File: config.mk
export PLATFORM = sky130hd
export DESIGN_NAME = uart_tx_arbiter
export DESIGN_NICKNAME = d
export VERILOG_FILES = /design/src/rtl/uart_tx_arbiter.sv
export SDC_FILE = /design/constraint.sdc
export NUM_CORES = 1
export LEC_CHECK = 0
export BUFFER_PORTS_ARGS = -buffer_cell sky130_fd_sc_hd__buf_2
export CAP_MARGIN = 20
export CELL_PAD_IN_SITES_DETAIL_PLACEMENT = 2
export CELL_PAD_IN_SITES_GLOBAL_PLACEMENT = 2
export CORE_ASPECT_RATIO = 1.2
export CORE_MARGIN = 2
export CORE_UTILIZATION = 31
export CTS_CLUSTER_DIAMETER = 50
export DETAILED_ROUTE_END_ITERATION = 12
export HOLD_SLACK_MARGIN = 0.12
export PLACE_DENSITY = 0.89
export REMOVE_ABC_BUFFERS = 1
export SETUP_SLACK_MARGIN = 0.5
export SLEW_MARGIN = 10
export SYNTH_ARGS = -nofsm -noshare
export SYNTH_HDL_FRONTEND = slang
export SYNTH_SLANG_ARGS = --single-unit
File: constraint.sdc
create_clock -name clk -period 2.64 [get_ports clk]
set_clock_uncertainty 0.1 [all_clocks]
set_input_delay 0.132 -clock clk [delete_from_list [all_inputs] [get_ports clk]]
set_output_delay 0.132 -clock clk [all_outputs]
set_load 0.01 [all_outputs]
File: src/rtl/uart_tx_arbiter.sv
// Round-robin, packet-locked arbiter that shares one UART transmitter among NUM_REQ byte sources.
// A granted source keeps the transmitter until it sends a byte flagged last.
module uart_tx_arbiter #(
    parameter int NUM_REQ      = 2,
    parameter int LOW_WAIT_MAX = 16
) (
    input  logic                 clk,
    input  logic                 rst_n,
    input  logic [NUM_REQ-1:0]   req_valid,
    input  logic [8*NUM_REQ-1:0] req_data,
    input  logic [NUM_REQ-1:0]   req_last,
    output logic [NUM_REQ-1:0]   req_ready,
    output logic [NUM_REQ-1:0]   grant,
    input  logic                 tx_ready,
    output logic [7:0]           tx_buff,
    output logic                 tx_start_trans,
    output logic                 busy
);
    localparam int IW = (NUM_REQ > 1) ? $clog2(NUM_REQ) : 1;
    localparam int CW = $clog2(LOW_WAIT_MAX);
    localparam logic [CW-1:0] LOW_LAST = CW'(LOW_WAIT_MAX - 1);
    localparam logic [IW-1:0] REQ_LAST = IW'(NUM_REQ - 1);

    typedef enum logic [1:0] {IDLE, WAIT_LOW, WAIT_HIGH} state_t;

    state_t               state, state_nxt;
    logic [7:0]           tx_buff_nxt;
    logic                 start_nxt;
    logic [NUM_REQ-1:0]   ready_nxt, grant_nxt;
    logic                 pkt_end, pkt_end_nxt;
    logic [IW-1:0]        rr_ptr, rr_nxt;
    logic [IW-1:0]        owner, owner_nxt;
    logic [CW-1:0]        low_cnt, low_nxt;
    logic [IW-1:0]        cand;
    logic                 cand_ok;

    // A locked owner is the only candidate; otherwise scan from rr_ptr, lowest offset wins.
    always_comb begin
        cand    = owner;
        cand_ok = 1'b0;
        if (grant != '0) begin
            cand_ok = req_valid[owner];
        end else begin
            for (int k = NUM_REQ - 1; k >= 0; k--) begin
                automatic int idx = int'(rr_ptr) + k;
                if (idx >= NUM_REQ) idx = idx - NUM_REQ;
                if (req_valid[idx]) begin
                    cand    = IW'(idx);
                    cand_ok = 1'b1;
                end
            end
        end
    end

    always_comb begin
        state_nxt   = state;
        tx_buff_nxt = tx_buff;
        start_nxt   = 1'b0;
        ready_nxt   = '0;
        grant_nxt   = grant;
        pkt_end_nxt = pkt_end;
        rr_nxt      = rr_ptr;
        owner_nxt   = owner;
        low_nxt     = low_cnt;
        case (state)
            IDLE: begin
                if (cand_ok && tx_ready) begin
                    tx_buff_nxt     = req_data[int'(cand)*8 +: 8];
                    start_nxt       = 1'b1;
                    ready_nxt[cand] = 1'b1;
                    grant_nxt       = '0;
                    grant_nxt[cand] = 1'b1;
                    owner_nxt       = cand;
                    pkt_end_nxt     = req_last[cand];
                    low_nxt         = '0;
                    state_nxt       = WAIT_LOW;
                end
            end
            WAIT_LOW: begin
                // Timeout guards against a transmitter that never acknowledges the start.
                if (!tx_ready || low_cnt == LOW_LAST) begin
                    low_nxt   = '0;
                    state_nxt = WAIT_HIGH;
                end else begin
                    low_nxt = low_cnt + 1'b1;
                end
            end
            WAIT_HIGH: begin
                if (tx_ready) begin
                    state_nxt = IDLE;
                    if (pkt_end) begin
                        grant_nxt = '0;
                        rr_nxt    = (owner == REQ_LAST) ? '0 : owner + 1'b1;
                    end
                end
            end
            default: state_nxt = IDLE;
        endcase
    end

    always_ff @(posedge clk or negedge rst_n) begin
        if (!rst_n) begin
            state          <= IDLE;
            tx_buff        <= '0;
            tx_start_trans <= 1'b0;
            req_ready      <= '0;
            grant          <= '0;
            pkt_end        <= 1'b0;
            rr_ptr         <= '0;
            owner          <= '0;
            low_cnt        <= '0;
        end else begin
            state          <= state_nxt;
            tx_buff        <= tx_buff_nxt;
            tx_start_trans <= start_nxt;
            req_ready      <= ready_nxt;
            grant          <= grant_nxt;
            pkt_end        <= pkt_end_nxt;
            rr_ptr         <= rr_nxt;
            owner          <= owner_nxt;
            low_cnt        <= low_nxt;
        end
    end

    assign busy = (state != IDLE);

endmodule

==> impl_metrics.tcl <==
set metrics [dict create \
    outcome "completed" \
    port-buffer-count 36 \
    internal_power_mw 0.869 \
    p_leak_nw 0.764 \
    p_clk_frac 0.128 \
    drc 0 \
    io-pin-count 37 \
    rows 22 \
    die-height_um 66.8 \
    hp-start "req_valid[0]" \
    gp_congestion 0.774 \
    reg2reg_depth 5 \
    dp_hpwl_um 2020 \
    cp.arrival_ps 2130 \
    critical_path.slowest_cell "dlygate4sd3_1" \
    drt_iter0_drc 12 \
    diodes 0 \
    grt_overflow 0 \
    vias 952 \
    final.period_utilization 0.775 \
    ys_seq_area_frac 0.541 \
    hold_depth 3 \
    synthTopCellsByArea "dfrtp_1 (54%), mux2i_1 (8.8%), o21ai_0 (4.4%)" \
    cts.sinks 22 \
    cts_root_buf "clkbuf_4" \
    cap_violations 0 \
    post_dp_cell_area_um2 1230 \
    nets 173 \
    setup.worst_path.start_class "flip-flop" \
    crit_path_end_kind "flip-flop" \
    fin_setup_tns_ps 0 \
    worst_pin_slew_ps 501 \
    wl_per_cell_um 20.7 \
    path_clk_slew_ps 130 \
    holdPathEnd "req_ready[1]" \
    timing.rr.start "grant[1]" \
    setup_violations 0 \
    hp-class "input port to flip-flop" \
    start_util 0.327 \
    power_density_nw_per_um2 1000 \
    fmax_mhz 489 \
    vias_per_cell 5.17 \
    rsz0062_at_grt "true" \
    core_um2 3110 \
    synth_cells 89 \
    ys_dominant_reg_cell "dfrtp_1" \
    clk_latency_ps 300 \
    drive_gt1_frac 0.358 \
    whs_ps 203 \
    syn_to_final_growth_pct 45.6 \
    synth_cell_types 32 \
    ant_nets 0 \
    syn-cell-area_um2 1020 \
    synthTopCellsByCount "dfrtp_1 (22), nand2_1 (10), mux2i_1 (9), o21ai_0 (9), nor2_1 (5)" \
    grt_pass1_vias 1117 \
    finalInstanceArea_um2 1480 \
    wirelength_um 3810 \
    rrSetupSlack_ps 590 \
    cp_slowest_stage_delay_ps 570 \
    antenna_found_initial 0 \
    grt_max_degree 23 \
    yosys_warnings 0 \
    synthMostInstantiatedCell "dfrtp_1" \
    drtPass1Iterations 4 \
    required_ps 2720 \
    cts_buffers 3 \
    cts_buffer_depth 2 \
    die_area_um2 3760 \
    final.min_clock_period_ps 2050 \
    rr_endpoint "tx_buff[4]" \
    htreeDepth 1 \
    final_max_slew_viol_count 0 \
    path_cells "a211oi_2, o2bb2ai_2, mux2i_1, dlygate4sd3_1, o21ai_0" \
    synthArstFlopShare 1.00 \
    finalHoldViolations 0 \
    grt_use_total 0.226 \
    critPathMaxFanout 5 \
    netSwitchingFraction 0.415 \
    synth_edf_count 0 \
    yosys.area.top_type_share 0.541 \
    syn_area_per_cell_um2 11.4 \
    power.switching_mw 0.616 \
    crit_type "flip-flop to flip-flop" \
    cts_tree "yes" \
    grt_pass1_wl_um 6210 \
    slew_headroom 0.666 \
    synth_area_leader_cell "dfrtp_1" \
    power_frac_seq 0.412 \
    synth-seq-cells 22 \
    die_w_um 56.3 \
    p_comb_frac 0.460 \
    totalPowerFinal_mw 1.48 \
    ir_worst_vdd_v 0.000472 \
]
-- worst max-delay path: cells and delay by family, from the launching register on --
family	cells	cell delay (ps)
flip-flops	1	470
multiplexers	1	240
buffers and inverters	1	570
AO/OA/AOI/OAI	3	530
-- state kept, by name, indices dropped and copies added, names as in the netlist --
| name | count |
|---|---|
| tx_start_trans | 1 |
| state | 2 |
| grant | 2 |
| tx_buff | 8 |
| owner | 1 |
| rr_ptr | 1 |
| pkt_end | 1 |
| low_cnt | 4 |
| req_ready | 2 |
-- how the worst max path moves through the flow --
stage / to / slack (ps) / start / cells past startpoint
after floorplan: grant[0] / 800 / owner / 5
after global placement: tx_buff[3] / 660 / grant[1] / 4
after detailed placement: grant[0] / 800 / owner / 5
after CTS: tx_buff[4] / 560 / grant[1] / 5
after global routing: tx_buff[4] / 490 / grant[1] / 5
final: tx_buff[4] / 590 / grant[1] / 5
-- layout make-up --
| class | instances | area, um^2 |
|---|---|---|
| fill | 325 | 1630 |
| inverter | 2 | 7.51 |
| multi-input combinational | 62 | 447 |
| tap | 36 | 45.0 |
| timing repair buffer | 58 | 395 |
| sequential | 22 | 552 |
| clock buffer | 4 | 36.3 |
-- cell usage in the layout, fill, tap and decap left out, drive strengths merged, types with 2 or more instances in the layout --
master	netlist	routed
clkbuf	0	4
and2	3	3
mux2	3	3
dlygate4sd3	0	20
nor3b	2	2
nand2	10	10
or2	2	2
nand3	2	2
mux2i	9	9
o21ai	10	10
o2bb2ai	2	2
inv	2	2
a21o	2	2
dfrtp	22	22
buf	3	38
nor2	5	5
-- stage by stage --
stage,setup WS [ps],cells,utilization
floorplan,795,86,-
global placement,663,159,0.393
detailed placement,800,160,0.395
CTS,563,184,0.471
global route,494,184,0.477
finish,593,184,0.477
-- power groups by stage --
stage          Sequential [mW]  Clock [mW]  Combinational (mW)
2_1_floorplan            0.603           0               0.327
3_3_place_gp             0.574           0               0.546
3_5_place_dp             0.586           0               0.594
4_1_cts                  0.588       0.187               0.640
5_1_grt                  0.628       0.213               0.749
6_report                 0.612       0.190               0.683
-- kinds of logic (layout without fill, tap and decap cells) --
logic type                 after synthesis  after routing  synth area share
AOI/OAI and AO/OA                       20             20             0.136
adders and majority gates                1              1            0.0123
buffers and inverters                    5             64            0.0369
DFF                                     22             22             0.541
muxes                                   12             12             0.125
and+or+nand+nor                         29             29             0.149
-- routing by layer --
metal / vias up / GRT usage / wire [um]
met2: 34 / 0.429 / 2010
met1: 483 / 0.262 / 1580
met3: 6 / 0.0466 / 188
met5: - / 0 / 0
li1: 429 / - / -
met4: 0 / 0.0446 / 41
-- what timing repair did --
action | 4_1_cts | 5_1_grt
endpoints found under the setup margin | 0 | 2
resized for setup | 0 | 4
endpoints found under the hold margin | 34 | 0
setup buffers | 0 | 0
hold buffers | 20 | 0
No activity file was read; power rests on OpenSTA's default activity.
